### src/rtl/node_pkg.sv
// Shared definitions for the ring node ingress path: port codes, packet field
// positions and the round-robin port-advance helper.
package node_pkg;

    localparam logic [1:0] PORT_RING0 = 2'b00;
    localparam logic [1:0] PORT_RING1 = 2'b01;
    localparam logic [1:0] PORT_LOCAL = 2'b10;

    localparam int DEST_MSB         = 31;
    localparam int ORIG_MSB         = 28;
    localparam int NODE_IP_BITWIDTH = 3;

    typedef logic [31:0] packet_t;

    // Next port in the 00 -> 01 -> 10 -> 00 rotation; code 11 is treated like 10
    function automatic logic [1:0] next_port(input logic [1:0] port);
        return (port >= PORT_LOCAL) ? PORT_RING0 : port + 2'd1;
    endfunction

endpackage

### src/rtl/node_input_fifo.sv
// Synchronous single-clock FIFO used once per ingress port. Full/empty are
// decoded from the registered occupancy count, so they never depend on a
// same-cycle push or pop.
module node_input_fifo #(
    parameter int DEPTH = 4,
    parameter int AW    = 2,
    parameter int WIDTH = 32
) (
    input  logic             clk,
    input  logic             rst,
    input  logic             push,
    input  logic [WIDTH-1:0] push_data,
    input  logic             pop,
    output logic [WIDTH-1:0] head_data,
    output logic             full,
    output logic             empty
);

    logic [WIDTH-1:0] mem [DEPTH];
    logic [AW-1:0]    rd_ptr;
    logic [AW-1:0]    wr_ptr;
    logic [AW:0]      count;
    logic             do_push;
    logic             do_pop;

    assign full      = (count == (AW + 1)'(DEPTH));
    assign empty     = (count == '0);
    assign do_push   = push && !full;
    assign do_pop    = pop && !empty;
    assign head_data = mem[rd_ptr];

    // Storage array is not reset; the emptied count makes old entries unreachable
    always_ff @(posedge clk) begin
        if (do_push) begin
            mem[wr_ptr] <= push_data;
        end
    end

    // Pointers wrap naturally because the depth is a power of two
    always_ff @(posedge clk or posedge rst) begin
        if (rst) begin
            rd_ptr <= '0;
            wr_ptr <= '0;
            count  <= '0;
        end else begin
            if (do_push) begin
                wr_ptr <= wr_ptr + 1'b1;
            end
            if (do_pop) begin
                rd_ptr <= rd_ptr + 1'b1;
            end
            case ({do_push, do_pop})
                2'b10:   count <= count + 1'b1;
                2'b01:   count <= count - 1'b1;
                default: count <= count;
            endcase
        end
    end

endmodule

### src/rtl/node_input_arbiter.sv
// Ingress stage of a ring node: three per-port FIFOs feeding a round-robin
// arbiter with a registered output and a one-cycle controller_enable pulse.
// Optional macro RING_PRIORITY_EN: ring ports 00/01 share round-robin between
// themselves and the local port 10 is served only when both ring FIFOs are empty.
module node_input_arbiter
    import node_pkg::*;
#(
    parameter int FIFO_DEPTH = 4,
    parameter int FIFO_AW    = 2,
    parameter int DATA_WIDTH = 32
) (
    input  logic                  clk,
    input  logic                  rst,
    input  logic [DATA_WIDTH-1:0] in0_data,
    input  logic                  in0_valid,
    output logic                  in0_ready,
    input  logic [DATA_WIDTH-1:0] in1_data,
    input  logic                  in1_valid,
    output logic                  in1_ready,
    input  logic [DATA_WIDTH-1:0] in2_data,
    input  logic                  in2_valid,
    output logic                  in2_ready,
    input  logic                  out_ready,
    output logic [DATA_WIDTH-1:0] instruction_out,
    output logic [1:0]            source_port,
    output logic                  controller_enable
);

    logic [DATA_WIDTH-1:0] push_data [3];
    logic [DATA_WIDTH-1:0] head_data [3];
    logic [2:0]            valid_vec;
    logic [2:0]            full_vec;
    logic [2:0]            empty_vec;
    logic [2:0]            push_vec;
    logic [2:0]            pop_vec;
    logic [1:0]            last_grant;
    logic                  grant_valid;
    logic [1:0]            grant_port;
    logic [1:0]            cand;
    logic [DATA_WIDTH-1:0] grant_data;

    assign push_data[0] = in0_data;
    assign push_data[1] = in1_data;
    assign push_data[2] = in2_data;
    assign valid_vec    = {in2_valid, in1_valid, in0_valid};
    assign in0_ready    = !full_vec[0];
    assign in1_ready    = !full_vec[1];
    assign in2_ready    = !full_vec[2];
    assign push_vec     = valid_vec & ~full_vec;

    for (genvar p = 0; p < 3; p++) begin : g_fifo
        node_input_fifo #(
            .DEPTH (FIFO_DEPTH),
            .AW    (FIFO_AW),
            .WIDTH (DATA_WIDTH)
        ) u_fifo (
            .clk       (clk),
            .rst       (rst),
            .push      (push_vec[p]),
            .push_data (push_data[p]),
            .pop       (pop_vec[p]),
            .head_data (head_data[p]),
            .full      (full_vec[p]),
            .empty     (empty_vec[p])
        );
    end

    // Search ports starting after last_grant; empty flags come from registered
    // counts, so a packet pushed this cycle cannot be granted until next cycle
    always_comb begin
        grant_valid = 1'b0;
        grant_port  = PORT_RING0;
        cand        = last_grant;
        if (out_ready) begin
            for (int k = 0; k < 3; k++) begin
                cand = next_port(cand);
`ifdef RING_PRIORITY_EN
                if (!grant_valid && cand != PORT_LOCAL && !empty_vec[cand]) begin
`else
                if (!grant_valid && !empty_vec[cand]) begin
`endif
                    grant_valid = 1'b1;
                    grant_port  = cand;
                end
            end
`ifdef RING_PRIORITY_EN
            if (!grant_valid && !empty_vec[2]) begin
                grant_valid = 1'b1;
                grant_port  = PORT_LOCAL;
            end
`endif
        end
    end

    // Pop only the granted FIFO and steer its head to the output register
    always_comb begin
        pop_vec    = grant_valid ? (3'b001 << grant_port) : 3'b000;
        grant_data = head_data[0];
        case (grant_port)
            PORT_RING1: grant_data = head_data[1];
            PORT_LOCAL: grant_data = head_data[2];
            default:    grant_data = head_data[0];
        endcase
    end

    // Output register: outputs and pointer only move on a grant, enable pulses once
    always_ff @(posedge clk or posedge rst) begin
        if (rst) begin
            instruction_out   <= '0;
            source_port       <= PORT_RING0;
            controller_enable <= 1'b0;
            last_grant        <= PORT_LOCAL;
        end else begin
            controller_enable <= grant_valid;
            if (grant_valid) begin
                instruction_out <= grant_data;
                source_port     <= grant_port;
                last_grant      <= grant_port;
            end
        end
    end

endmodule

### config.mk
export PLATFORM = sky130hd
export DESIGN_NAME = node_input_arbiter
export DESIGN_NICKNAME = d
export VERILOG_FILES = /design/src/rtl/node_pkg.sv /design/src/rtl/node_input_fifo.sv /design/src/rtl/node_input_arbiter.sv
export SDC_FILE = /design/constraint.sdc
export NUM_CORES = 1
export LEC_CHECK = 0
export ABC_AREA = 0
export CORE_ASPECT_RATIO = 1.5
export CORE_MARGIN = 10
export CORE_UTILIZATION = 40
export DETAILED_ROUTE_END_ITERATION = 10
export GPL_TIMING_DRIVEN = 0
export HOLD_SLACK_MARGIN = 0.06
export PLACE_DENSITY_LB_ADDON = 0.15
export SETUP_SLACK_MARGIN = 0.05
export SYNTH_ARGS = -nofsm -noshare
export SYNTH_HDL_FRONTEND = slang
export SYNTH_SLANG_ARGS = --single-unit
export TNS_END_PERCENT = 100
### constraint.sdc
create_clock -name clk -period 3.7 [get_ports clk]
set_input_delay 0.37 -clock clk [delete_from_list [all_inputs] [get_ports clk]]
set_output_delay 0.37 -clock clk [all_outputs]
set_load 0.01 [all_outputs]
# Word level (Yosys, flattened, before mapping)
# Memory sizes are Yosys's and may differ from the RTL's.
# Cells that the tools add are included.
[classes] add_sub_neg=15 n_reduce_logical=24 mux=30 order_cmp=6 n_shift=1 n_eq_ne=11 bitwise=2
[ops] operator="case mux 32 bit (2 select lines)" count=1
[ops] operator="adder 2 x 1 -> 2 bit, second input constant" count=9
[ops] operator="case mux 3 bit (2 select lines)" count=3
[ops] operator="2-to-1 mux 1 bit" count=15
[ops] operator="2-to-1 mux 2 bit" count=7
[ops] operator="zero test 1 bit" count=10
[ops] operator="adder 3 x 1 -> 3 bit, second input constant" count=3
[ops] operator="== test 3 bit, second input constant" count=3
[ops] operator="zero test 3 bit" count=3
[ops] operator="< comparator 2 x 3 -> 1 bit, second input constant" count=3
[ops] operator="subtractor 3 x 1 -> 3 bit, second input constant" count=3
[ops] operator="== test 2 x 1 -> 1 bit, second input constant" count=4
[ops] operator="== test 2 bit, second input constant" count=4
[ops] operator="logical AND 1 bit" count=8
[ops] operator="binary-select mux 1 bit (select 2 bit)" count=3
[ops] operator=">= comparator 2 bit, second input constant" count=3
[ops] operator="nonzero test 2 bit" count=3
[ops] operator="bitwise AND 3 bit" count=1
[ops] operator="2-to-1 mux 3 bit" count=1
[ops] operator="inverter 3 bit" count=1
[ops] operator="<< shifter 1 x 2 -> 3 bit, first input constant" count=1
[totals] ram_bits=384 in_bits=102 mem_count=3 out_inout_bits=38 register_bits=58 elab_cells=105
[memory_table] name="g_fifo[0].u_fifo.mem" depth=4 width=32 rd=1 rd_clocked_by_memory_dff=0 write_ports=1 line_no="node_input_fifo.sv:19" rtl="logic [WIDTH-1:0] mem [DEPTH];"
[memory_table] name="g_fifo[1].u_fifo.mem" depth=4 width=32 rd=1 rd_clocked_by_memory_dff=0 write_ports=1 line_no="node_input_fifo.sv:19"
[memory_table] name="g_fifo[2].u_fifo.mem" depth=4 width=32 rd=1 rd_clocked_by_memory_dff=0 write_ports=1 line_no="node_input_fifo.sv:19"

# Longest topological paths before layout
# Gate-level depths: netlist of run 1.
[logic_depth] depth_word=19 mapped_depth=12 depth_no_buf=12

# By module
# Synthesis of run 1 repeated with hierarchy kept, for this count alone.
[hier_totals] cells_unflattened=830 area_unflattened_um2=17539.3
[by_module_without_submodules] module="node_input_fifo" seq_area_each_um2=4018.9 area_each_um2=5094.9 n_inst=3 cells_per_inst=206
[by_module_without_submodules] module="node_input_arbiter" seq_area_each_um2=902.1 area_each_um2=2254.7 n_inst=1 cells_per_inst=212

# Least setup slack after synthesis of run 1
# OpenSTA, ideal clock, no wires.
[synth_timing] path_type="flip-flop to flip-flop" start="register g_fifo[1].u_fifo.count[1]" end="register g_fifo[2].u_fifo.count[2]" required_ps=3621 setup_time_ps=79 path_stages_with_launch=12 arrival_ps=2669 synth_period_minus_slack_ps=2748 path_buffers=0 slack_ps=952 path_cell_list="dfrtp_1 -> or3_4 -> or2_4 -> a21oi_1 -> ha_1 -> and3_1 -> ha_1 -> inv_1 -> fa_1 -> xor2_1 -> nor2_1 -> xor2_1"
[synth_via] elab_chain_cells=18 elab_cells_between_ends=30 classes_between="2 x eq/ne; 1 x shift; 18 x mux; 9 x reduce/logical"
[synth_lines] item="start, declared" line_no="node_input_fifo.sv:22" rtl="logic [AW:0] count;"
[synth_lines] item="start signal, assigned" line_no="node_input_fifo.sv:53" rtl="2'b10: count <= count + 1'b1;"
[synth_lines] item="start signal, assigned" line_no="node_input_fifo.sv:54" rtl="2'b01: count <= count - 1'b1;"
[synth_lines] item="start signal, assigned" line_no="node_input_fifo.sv:55" rtl="default: count <= count;"
[synth_lines] item="zero test 3 bit (*)" line_no="node_input_fifo.sv:27" rtl="assign empty = (count == '0);"
[synth_lines] item="binary-select mux 1 bit (select 2 bit)" line_no="node_input_arbiter.sv:80" rtl="if (!grant_valid && !empty_vec[cand]) begin"
[synth_lines] item="2-to-1 mux 1 bit (implied by the code)" line_no="node_input_arbiter.sv:80"
[synth_lines] item="2-to-1 mux 1 bit" line_no="node_input_arbiter.sv:80"
[synth_lines] item="2-to-1 mux 1 bit" line_no="node_input_arbiter.sv:74" rtl="if (out_ready) begin"
[synth_lines] item="zero test 1 bit" line_no="node_input_arbiter.sv:80"
[synth_lines] item="logical AND 1 bit" line_no="node_input_arbiter.sv:80"
[synth_lines] item="2-to-1 mux 1 bit" line_no="node_input_arbiter.sv:80"
[synth_lines] item="[4 not listed]"
[synth_lines] item="2-to-1 mux 2 bit (*)" line_no="node_input_arbiter.sv:74"
[synth_lines] item="net grant_port[1]" line_no="node_input_arbiter.sv:38" rtl="logic [1:0] grant_port;"
[synth_lines] item="<< shifter 1 x 2 -> 3 bit (*)" line_no="node_input_arbiter.sv:97" rtl="pop_vec = grant_valid ? (3'b001 << grant_port) : 3'b000;"
[synth_lines] item="2-to-1 mux 3 bit (*)" line_no="node_input_arbiter.sv:97"
[synth_lines] item="logical AND 1 bit (*)" line_no="node_input_fifo.sv:29" rtl="assign do_pop = pop && !empty;"
[synth_lines] item="net g_fifo[2].u_fifo.do_pop" line_no="node_input_fifo.sv:24" rtl="logic do_pop;"
[synth_lines] item="== test 2 x 1 -> 1 bit or == test 2 bit (tied branches)" line_no="node_input_fifo.sv:52" rtl="case ({do_push, do_pop})"
[synth_lines] item="case mux 3 bit (2 select lines) or nonzero test 2 bit (tied branches)"
[synth_lines] item="end signal, assigned" line_no="node_input_fifo.sv:53"
[synth_lines] item="end signal, assigned" line_no="node_input_fifo.sv:54"
[synth_lines] item="end signal, assigned" line_no="node_input_fifo.sv:55"
[synth_lines] item="end, declared" line_no="node_input_fifo.sv:22"
# Mark *: on every way through the listed nets, which the timed path passes. The rest lies on a longest branch. The select of a mux whose other input is x is not followed.
# A chain may end at the register's enable or synchronous reset.

# Worst setup path after layout of run 1
[layout_timing] start="register g_fifo[0].u_fifo.count[2]" end="register instruction_out[27]"
[layout_via] elab_chain_cells=15 elab_cells_between_ends=26 classes_between="2 x eq/ne; 17 x mux; 7 x reduce/logical"
[layout_lines] item="start, declared" line_no="node_input_fifo.sv:22"
[layout_lines] item="start signal, assigned" line_no="node_input_fifo.sv:53"
[layout_lines] item="start signal, assigned" line_no="node_input_fifo.sv:54"
[layout_lines] item="start signal, assigned" line_no="node_input_fifo.sv:55"
[layout_lines] item="zero test 3 bit (*)" line_no="node_input_fifo.sv:27"
[layout_lines] item="binary-select mux 1 bit (select 2 bit)" line_no="node_input_arbiter.sv:80"
[layout_lines] item="2-to-1 mux 1 bit (implied by the code)" line_no="node_input_arbiter.sv:80"
[layout_lines] item="2-to-1 mux 1 bit" line_no="node_input_arbiter.sv:80"
[layout_lines] item="2-to-1 mux 1 bit" line_no="node_input_arbiter.sv:74"
[layout_lines] item="zero test 1 bit" line_no="node_input_arbiter.sv:80"
[layout_lines] item="logical AND 1 bit" line_no="node_input_arbiter.sv:80"
[layout_lines] item="2-to-1 mux 1 bit" line_no="node_input_arbiter.sv:80"
[layout_lines] item="2-to-1 mux 1 bit" line_no="node_input_arbiter.sv:74"
[layout_lines] item="zero test 1 bit" line_no="node_input_arbiter.sv:80"
[layout_lines] item="logical AND 1 bit" line_no="node_input_arbiter.sv:80"
[layout_lines] item="2-to-1 mux 2 bit (*)" line_no="node_input_arbiter.sv:80"
[layout_lines] item="2-to-1 mux 2 bit (*)" line_no="node_input_arbiter.sv:74"
[layout_lines] item="net grant_port[1]" line_no="node_input_arbiter.sv:38"
[layout_lines] item="== test 2 bit or == test 2 x 1 -> 1 bit (tied branches)" line_no="node_input_arbiter.sv:99" rtl="case (grant_port)"
[layout_lines] item="case mux 32 bit (2 select lines) (*)" line_no="node_input_arbiter.sv:99"
[layout_lines] item="end signal, assigned" line_no="node_input_arbiter.sv:116" rtl="instruction_out <= grant_data;"
[layout_lines] item="end, declared" line_no="node_input_arbiter.sv:24" rtl="output logic [DATA_WIDTH-1:0] instruction_out,"
# Marked as above.

==> results of run 1 <==
## worst max-delay path, cell delays in order, from the launching register on
cell and delay (ns):
dfrtp_1 0.41, or3_1 0.44, or2_4 0.27, a21oi_1 0.34, inv_1 0.11, ha_1 0.36, and2_1 0.14, clkbuf_1 0.29
clkbuf_1 0.59, a221oi_1 0.17, a21oi_1 0.19
## power by group
part | leakage [uW] | internal [uW] | switching [uW]
Clock | 0.000713 | 2690 | 1810
Sequential | 0.00418 | 6680 | 407
Combinational | 0.00226 | 2270 | 2770
## registers in the layout, summed over array words and instances, names as in the netlist
signal and flops:
instruction_out 32, last_grant 1, g_fifo.u_fifo.rd_ptr 6, g_fifo.u_fifo.wr_ptr 6, controller_enable 1, g_fifo.u_fifo.count 9
g_fifo.u_fifo.mem 384, source_port 2
## final timing paths
path | to | depth (start not counted) | from
max | instruction_out[27]$_DFFE_PP0N_ | 10 | g_fifo[0].u_fifo.count[2]$_DFFE_PP0P_
min | g_fifo[2].u_fifo.wr_ptr[0]$_DFFE_PP0P_ | 2 | rst
max reg2reg | instruction_out[27]$_DFFE_PP0N_ | 10 | g_fifo[0].u_fifo.count[2]$_DFFE_PP0P_
min reg2reg | g_fifo[0].u_fifo.count[0]$_DFFE_PP0P_ | 1 | g_fifo[0].u_fifo.count[0]$_DFFE_PP0P_
max in group asynchronous | last_grant[1]$_DFFE_PP1N_ | 3 | rst
min in group clk | g_fifo[2].u_fifo.mem[1][29]$_DFFE_PP_ | 1 | in2_data[29]
## cell usage in the layout (no fill, tap or decap), drive strengths merged
cell type,n
o22ai,32
and2,4
xor2,9
a21oi,34
diode,4
nor2,36
dfrtp,56
nand3b,1
mux2i,65
or3,3
nand2,6
xnor2,9
clkdlybuf4s50,139
mux4,64
nor3,1
clkinvlp,1
clkbuf,83
o21ai,4
edfxtp,384
bufinv,5
nand3,4
or2,1
dfstp,1
ha,18
o211a,1
inv,24
a21o,3
buf,34
fa,3
and3,15
mux2,3
clkinv,11
a221oi,32
## cells by family after synthesis
kind of cell               Yosys count
DFF                                441
xor gates and xnor gates            18
muxes                              132
AOI/OAI and AO/OA                  106
and+or+nand+nor                     71
buffers and inverters               68
adders and majority gates           21
## timing repair
item / CTS / global route
endpoints found under the hold margin: 0 / 0
setup buffers: 0 / 0
hold buffers: 0 / 0
setup endpoints to repair: 0 / 25
gates resized for setup: 0 / 16
## per-stage QoR
stage / worst slack (ns) / hold slack (ns)
6_report: 0.315 / 0.168
3_5_place_dp: 0.0738 / 0.488
3_3_place_gp: 0.0367 / 0.477
4_1_cts: 0.0572 / 0.167
5_1_grt: 0.0557 / 0.174
2_1_floorplan: 0.952 / 0.456
## layout make-up
| type | instances | area (um^2) | area share, % |
|---|---|---|---|
| clock buffers | 60 | 1240 | 5.98 |
| clock inverters | 17 | 211 | 1.02 |
| multi-input cells | 348 | 3660 | 17.6 |
| diodes | 4 | 10.0 | 0.0482 |
| flip-flops and latches | 441 | 13000 | 62.4 |
| plain buffers | 44 | 244 | 1.17 |
| inverters | 24 | 92.6 | 0.446 |
| repair buffers | 152 | 1660 | 7.98 |
| well taps | 564 | 706 | 3.40 |
## metal layers
layer	global-route usage (%)	wire length [um]
met5	0	22
met4	5.64	938
met3	2.92	1810
met2	29.4	22800
met1	19.8	16900
==> reports/metrics.csv, run 1 <==
metric;value;unit
CTS Buffer Depth;3;
DR WL/cell;25.7;um
largest family of logic cells by synthesized area;multiplexers;
RePlAce Congestion;0.732;
Synth area leader;edfxtp_1;
Max Clk Rate;0.295;GHz
Post-Syn Area per Cell;19.8;um^2
Area contributors post-synth;edfxtp_1, mux4_2, dfrtp_1, mux2i_1, a221oi_1;
Cell Area, Synth;16900;um^2
CP arrival;3.85;ns
area share of the largest cell type after synthesis;68.1;%
Area Growth Syn to Fin;22.8;%
Fin Clk Skew;0.0122;ns
cell with the most instances after synthesis;edfxtp_1;
Slew Viols, Final;0;
#FFs+latches synth;441;
H-tree levels;2;
First-pass DRT Iterations;5;
# IOs;140;
Pwr Total;16600;uW
Initial Util;40.4;%
Root Buffer;clkbuf_16;
min-delay worst type;in2async;
final setup TNS;0;ns
synth warn;0;
grt total ovfl;0;
register area share after synthesis;76.6;%
largest net degree at the start of global routing;38;
initial antenna violation count;5;
Num Clock Sinks;441;
filler cell count;3559;
Placed Cells;1573;
Post-synth EDFFs;384;
min Tclk post-route;3.39;ns
Peak VDD IR;0.361;mV
vias in the first global route;9360;
Placed Area;19300;um^2
outcome;completed;
most frequent cells after synthesis;edfxtp_1, mux2i_1, mux4_2;
Pwr Density;799;nW/um^2
Synth Area in Simple Gates;2.06;%
Slew headroom;33.0;%
Compound-Gate Fraction of Synth Area;4.29;%
Lkg Pwr;0.00715;uW
Final Hold Fails;0;
drc violations;0;
CTS buffer count;42;
Die W;188;um
Async SR Flop Fraction;12.9;%
CTS tree;built;
layout cells sized above 1;18.1;%
final-stage net count;1176;
Port-buffer cells;139;
multiplexer area fraction after synthesis;12.6;%
die area;51100;um^2
crit path kind;reg2reg;
Post-Synth Adder-Cell Area;1.69;%
Synth cell types;35;
max_cap viols;0;
final antenna-violating net count;0;
final setup vio count;0;
number of non-filler instances in the completed layout;1654;
Syn Nets;980;
Final period util;91.5;%
CP required;4.17;ns
Worst-path clk slew;0.06;ns
Initial DRC Count;413;
worst-path maximum fanout;10;
FF-to-FF setup slack;0.31;ns
Die Ht;272;um
site row count;92;
Mapped Cells;857;
first-pass GRT wire length;62.1;mm
GRT Total Usage;16.5;%
Synth Area in XOR/XNOR;0.931;%
startpoint types;flop;
HPWL Detailed;28.8;mm
routed wire length;42.5;mm
CP endpoint kind;flop;
via count;8648;
Design Area, Final;20800;um^2
RSZ-0062 raised after global routing;false;
fin util;49.6;%
Synth Flop Type;edfxtp_1;
clock insertion delay at the later pin of the skew report;0.55;ns
Core Box Area;41900;um^2
Slew @ Worst Pin;1.00;ns
Vias per Instance;5.23;
(Power assumes the default switching activity.)
==> run 2, diff against run 1 <==
--- a/config.mk
+++ b/config.mk
@@ -7,7 +7,6 @@
 export LEC_CHECK = 0
 export ABC_AREA = 0
 export CORE_ASPECT_RATIO = 1.5
-export CORE_MARGIN = 10
 export CORE_UTILIZATION = 40
 export DETAILED_ROUTE_END_ITERATION = 10
 export GPL_TIMING_DRIVEN = 0
==> run 2 against run 1 <==
  * Final area decreased by 0.38%
  * Sequential power about the same
  * Sequential cell count unchanged
  * Sequential share of layout area increased by 0.24 points
  * Highest routed layer unchanged
==> reports/metrics.csv, run 2 (synthesis results as in run 1) <==
metric;value;unit;change
outcome;completed;;
RePlAce Congestion;0.735;;+0.41%
sequential power share;42.9;%;+0.3 points
Slew headroom;31.6;%;-1.4 points
Largest stage delay, worst path;0.60;ns;about the same
CTS tree;built;;
drc violations;0;;unchanged
Vias per Instance;5.29;;+1.2%
most frequent cells in the layout;edfxtp_1, clkdlybuf4s50_1, mux2i_1;;
final antenna-violating net count;0;;unchanged
R2R Path Start;g_fifo[0].u_fifo.count[2]$_DFFE_PP0P_;;
cell internal pwr;11500;uW;-0.93%
Slew Viols, Final;0;;unchanged
grt total ovfl;0;;unchanged
worst-path maximum fanout;10;;unchanged
Peak VDD IR;0.391;mV;+8.3%
Port-buffer cells;139;;unchanged
Initial DRC Count;504;;+22%
most common cell after layout, fill and taps aside;edfxtp_1;;
Cell Chain, Critical Path;or3_1 -> or2_4 -> a21oi_1 -> inv_1 -> ha_1 -> and2_1 -> clkbuf_1 -> clkbuf_1 -> a221oi_1 -> a21oi_2;;
Root Buffer;clkbuf_16;;
min-delay worst type;in2async;;
Area Growth Syn to Fin;22.3;%;
CTS Buffer Depth;3;;unchanged
RSZ-0062 raised after global routing;false;;
CP required;4.17;ns;about the same
First-pass DRT Iterations;5;;unchanged
largest net degree at the start of global routing;35;;-7.9%
initial antenna violation count;2;;-3
worst setup path end;instruction_out[14]$_DFFE_PP0N_;;
Placed Cells;1567;;-0.38%
Core Box Area;41400;um^2;-1.1%
# IOs;140;;unchanged
Slew @ Worst Pin;1.03;ns;+0.0206 ns
max reg flops;384;;unchanged
layout cells sized above 1;17.7;%;-0.46 points
Initial Util;40.8;%;+0.44 points
max_cap viols;0;;unchanged
final setup vio count;0;;unchanged
final setup TNS;0;ns;unchanged
H-tree levels;2;;unchanged
crit path launch;g_fifo[0].u_fifo.count[2]$_DFFE_PP0P_;;
CP endpoint kind;flop;;
Comb pwr share;30.6;%;+0.3 points
Largest Register;g_fifo.u_fifo.mem;;
HPWL Detailed;27.4;mm;-4.9%
worst r2r path cells;10;;unchanged
final-stage net count;1176;;unchanged
CP arrival;3.89;ns;+0.04 ns
number of non-filler instances in the completed layout;1645;;-0.54%
Max Clk Rate;0.293;GHz;-0.93%
Pwr Density;796;nW/um^2;-0.46%
Largest regs;g_fifo.u_fifo.mem (384), instruction_out (32), g_fifo.u_fifo.count (9);;
startpoint types;flop;;
Die Ht;254;um;-6.6%
via count;8701;;+0.61%
switch share;30.1;%;+0.063 points
DR WL/cell;25.2;um;-2.0%
first-pass GRT wire length;60.8;mm;-2.0%
vias in the first global route;9350;;-0.11%
Slowest cell on crit path;clkbuf_1;;
crit path kind;reg2reg;;
Worst-path clk slew;0.06;ns;about the same
min Tclk post-route;3.42;ns;+0.0319 ns
routed wire length;41.4;mm;-2.5%
FF-to-FF setup slack;0.28;ns;-0.03 ns
Fin Clk Skew;0.0136;ns;+0.00141 ns
Final period util;92.4;%;+0.86 points
Psw;4950;uW;-0.63%
Num Clock Sinks;441;;unchanged
site row count;91;;-1.1%
Final Hold Fails;0;;unchanged
CTS buffer count;42;;unchanged
GRT Total Usage;19.9;%;+3.4 points
family with the most delay on the worst path;buffers and inverters;;
postcts setup bufs;0;;unchanged
WP depth;10;;unchanged
clock insertion delay at the later pin of the skew report;0.54;ns;about the same
Lkg Pwr;0.00712;uW;-0.51%
Buf/Inv on CP;3;;unchanged
CP dominant cell by count;clkbuf_1;;
Die W;170;um;-9.6%
clock power share;26.5;%;-0.6 points
worst r2r dst;instruction_out[14]$_DFFE_PP0N_;;
die area;43200;um^2;-16%
run 2: cell count changes in the layout (fill, tap and decap cells not counted):
| cell | delta |
|---|---|
| clkbuf_8 | -5 |
| clkbuf_16 | -2 |
| diode_2 | -3 |
| clkbuf_2 | -1 |
| clkbuf_1 | +4 |
| clkinv_1 | +1 |
| clkinv_2 | +2 |
| inv_6 | +1 |
| bufinv_16 | +1 |
| clkinv_4 | -1 |
run 2: how the worst min path moves through the flow:
stage | from | to | slack [ns] | cells after the start
final | rst | g_fifo[1].u_fifo.wr_ptr[1]$_DFFE_PP0P_ | 0.19 | 2
after global routing | rst | g_fifo[1].u_fifo.wr_ptr[1]$_DFFE_PP0P_ | 0.21 | 2
after CTS | rst | g_fifo[1].u_fifo.wr_ptr[0]$_DFFE_PP0P_ | 0.19 | 2
after detailed placement | g_fifo[2].u_fifo.count[2]$_DFFE_PP0P_ | g_fifo[2].u_fifo.count[2]$_DFFE_PP0P_ | 0.48 | 1
after global placement | g_fifo[2].u_fifo.count[2]$_DFFE_PP0P_ | g_fifo[2].u_fifo.count[2]$_DFFE_PP0P_ | 0.48 | 1
after floorplan | g_fifo[2].u_fifo.count[2]$_DFFE_PP0P_ | g_fifo[2].u_fifo.count[2]$_DFFE_PP0P_ | 0.46 | 1
run 2: area by class of cell:
class	instances	area (um^2)
Antenna cell	1	2.50
Inverter	24	92.6
Sequential cell	441	13000
Clock buffer	56	1130
Fill cell	3489	20700
Clock inverter	21	255
Tap cell	558	698
Timing Repair Buffer	152	1660
Buffer	44	243
Multi-Input combinational cell	348	3660
run 2: stage by stage:
| stage | utilization [%] | area (um^2) | hold WS (ns) | total power [uW] | setup WS [ns] |
|---|---|---|---|---|---|
| after floorplan | - | 16900 | 0.456 | 10200 | 0.952 |
| final | 50.0 | 20700 | 0.189 | 16500 | 0.283 |
| after detailed placement | 46.6 | 19300 | 0.476 | 12300 | 0.103 |
| after CTS | 49.9 | 20700 | 0.194 | 16700 | 0.0710 |
| after global placement | 45.9 | 19000 | 0.477 | 12100 | 0.103 |
| after global routing | 49.9 | 20700 | 0.212 | 17300 | 0.0529 |
run 2: layer usage:
layer	part of all wire, %	vias to the layer above	track usage [%]
li1	-	3839	-
met1	40	4590	24.7
met2	54	209	35.9
met3	4.2	59	2.97
met4	2.0	4	5.53
met5	0.072	-	0
run 2: what timing repair did:
action | 4_1_cts | 5_1_grt
hold buffers | 0 | 0
endpoints found under the hold margin | 0 | 0
gates resized for setup | 0 | 14
setup endpoints to repair | 0 | 17
run 2: power by group through the flow:
stage               sequential [uW]  combinational, uW  clock [uW]
finish                         7060               5040        4370
global route                   7170               5470        4630
CTS                            7080               5180        4460
detailed placement             7180               5170           0
global placement               7210               4910           0
floorplan                      7160               3010           0
==> run 3, diff against run 2 <==
==> constraint.sdc (replaced) <==
create_clock -name clk -period 3.4 [get_ports clk]
set_input_delay 0.34 -clock clk [delete_from_list [all_inputs] [get_ports clk]]
set_output_delay 0.34 -clock clk [all_outputs]
set_load 0.01 [all_outputs]
==> run 3 against run 2 <==
  * Final cell count unchanged
  * Non-clock buffer count unchanged
  * Final area increased by 0.15%
  * Core utilization up 0.076 points
  * Wire length hardly changed
  * Die area stayed put
  * Critical path type unchanged
  * Largest cell class unchanged
==> reports/metrics.csv, run 3 (synthesis results as in run 1) <==
metric;value;unit;change
Area Growth Syn to Fin;22.5;%;
Lkg Pwr;0.00713;uW;+0.15%
Slew headroom;31.3;%;-0.35 points
met2 GRT Util;35.9;%;unchanged
site row count;91;;unchanged
Die W;170;um;unchanged
crit path kind;reg2reg;;
Slowest cell on crit path;a221oi_1;;
PostCTS Resize Cnt;9;;+9
final setup TNS;0;ns;unchanged
Cell Chain, Critical Path;or3_1 -> or2_4 -> a21oi_2 -> inv_1 -> ha_1 -> and2_1 -> clkbuf_1 -> clkbuf_2 -> a221oi_1 -> a21oi_1;;
worst r2r path cells;10;;unchanged
routed wire length;41.4;mm;about the same
Core Box Area;41400;um^2;unchanged
RSZ-0062 raised after global routing;false;;
WHS;0.156;ns;-0.0330 ns
final setup vio count;0;;unchanged
Vias per Instance;5.30;;+0.23%
Worst-path clk slew;0.06;ns;about the same
worst-path maximum fanout;10;;unchanged
GRT Total Usage;19.9;%;unchanged
H-tree levels;2;;unchanged
initial antenna violation count;2;;unchanged
Initial DRC Count;519;;+3.0%
CTS Buffer Depth;3;;unchanged
fin util;50.0;%;+0.076 points
filler cell count;3485;;-0.11%
CP endpoint kind;flop;;
min Tclk post-route;3.18;ns;-0.236 ns
GR peak layer;met2;;
Initial Util;40.8;%;unchanged
max_cap viols;0;;unchanged
Largest regs;g_fifo.u_fifo.mem (384), instruction_out (32), g_fifo.u_fifo.count (9);;
layout cells sized above 1;18.3;%;+0.64 points
First-pass DRT Iterations;5;;unchanged
drc violations;0;;unchanged
postcts setup bufs;0;;unchanged
Largest stage delay, worst path;0.45;ns;-0.15 ns
Root Buffer;clkbuf_16;;
RePlAce Congestion;0.735;;unchanged
most common cell after layout, fill and taps aside;edfxtp_1;;
via count;8721;;+0.23%
Largest Register;g_fifo.u_fifo.mem;;
outcome;completed;;
CTS tree;built;;
Fin Clk Skew;0.0103;ns;-0.00330 ns
Post-Place Setup Slack;-0.197;ns;-0.300 ns
most frequent cells in the layout;edfxtp_1, clkdlybuf4s50_1, mux2i_1;;
Num Clock Sinks;441;;unchanged
largest net degree at the start of global routing;35;;unchanged
clock insertion delay at the later pin of the skew report;0.54;ns;about the same
FF-to-FF setup slack;0.22;ns;-0.06 ns
startpoint types;flop;;
die area;43200;um^2;unchanged
Slew Viols, Final;0;;unchanged
Pwr Density;868;nW/um^2;+9.0%
Port-buffer cells;139;;unchanged
Post-CTS Hold Buffers;0;;unchanged
area of the multi-input gates;3680;um^2;+0.62%
Final period util;93.6;%;+1.2 points
CP required;3.81;ns;-0.36 ns
grt total ovfl;0;;unchanged
CP arrival;3.59;ns;-0.30 ns
final-stage net count;1176;;unchanged
final antenna-violating net count;0;;unchanged
R2R Path Start;g_fifo[0].u_fifo.count[2]$_DFFE_PP0P_;;
worst r2r dst;instruction_out[9]$_DFFE_PP0N_;;
met1 Track Usage GR;24.7;%;unchanged
vias in the first global route;9351;;+0.011%
global routing usage on met3;2.97;%;unchanged
CTS buffer count;42;;unchanged
DR WL/cell;25.2;um;about the same
Die Ht;254;um;unchanged
HPWL Detailed;27.4;mm;unchanged
Sequential cell area;13000;um^2;unchanged
post-route setup slack;0.219;ns;-0.0639 ns
Peak VDD IR;0.424;mV;+8.3%
Final Hold Fails;0;;unchanged
# IOs;140;;unchanged
Slew @ Worst Pin;1.03;ns;+0.00531 ns
Max Clk Rate;0.314;GHz;+7.4%
max reg flops;384;;unchanged
min-delay worst type;in2async;;
first-pass GRT wire length;60.9;mm;about the same
run 3: changes by cell type in the layout (fill, tap and decap cells not counted), sizes merged:
cell	change
clkbuf	-2
buf	+2
run 3: report_power, final:
part           switching, uW  internal [uW]
Combinational           3050           2490
Clock                   1950           2810
Sequential               423           7260
run 3: final cells by class:
class | count | share of cell area, %
repair buffers | 152 | 8.00
flip-flops and latches | 441 | 62.5
inverters | 24 | 0.447
well taps | 558 | 3.37
multi-input cells | 348 | 17.8
plain buffers | 44 | 1.21
clock inverters | 21 | 1.23
clock buffers | 56 | 5.47
diodes | 1 | 0.0121
run 3: worst max-delay path: cells and delay by family, from the launching register on:
family | cells | cell delay (ns)
flops | 1 | 0.41
simple gates | 3 | 0.88
fa+ha+maj | 1 | 0.34
buf+inv | 3 | 0.60
compound gates | 3 | 0.81
run 3: per-layer routing:
metal	up-vias	wire length (um)	share of wire (%)
li1	3841	-	-
met4	4	838	2.0
met5	-	30	0.072
met1	4597	16600	40
met3	59	1680	4.1
met2	220	22200	54
run 3: worst max path at each step:
stage                                           from                                    end  slack [ns]  cells past startpoint
6_report       g_fifo[0].u_fifo.count[2]$_DFFE_PP0P_         instruction_out[9]$_DFFE_PP0N_        0.22                     10
3_5_place_dp   g_fifo[0].u_fifo.count[2]$_DFFE_PP0P_         instruction_out[9]$_DFFE_PP0N_       -0.20                     10
2_1_floorplan  g_fifo[1].u_fifo.count[1]$_DFFE_PP0P_  g_fifo[2].u_fifo.count[2]$_DFFE_PP0P_        0.65                     11
3_3_place_gp                                     rst        instruction_out[26]$_DFFE_PP0N_       -0.17                      2
5_1_grt        g_fifo[0].u_fifo.count[2]$_DFFE_PP0P_        instruction_out[29]$_DFFE_PP0N_        0.08                     10
4_1_cts        g_fifo[0].u_fifo.count[2]$_DFFE_PP0P_         instruction_out[9]$_DFFE_PP0N_        0.06                     10
run 3: per-stage QoR:
step / total power (uW) / cells / cell area [um^2]
final: 18000 / 1645 / 20700
after global routing: 18800 / 1644 / 20700
after CTS: 18200 / 1644 / 20700
after detailed placement: 13400 / 1567 / 19300
after global placement: 13200 / 1554 / 19000
after floorplan: 11100 / 857 / 16900
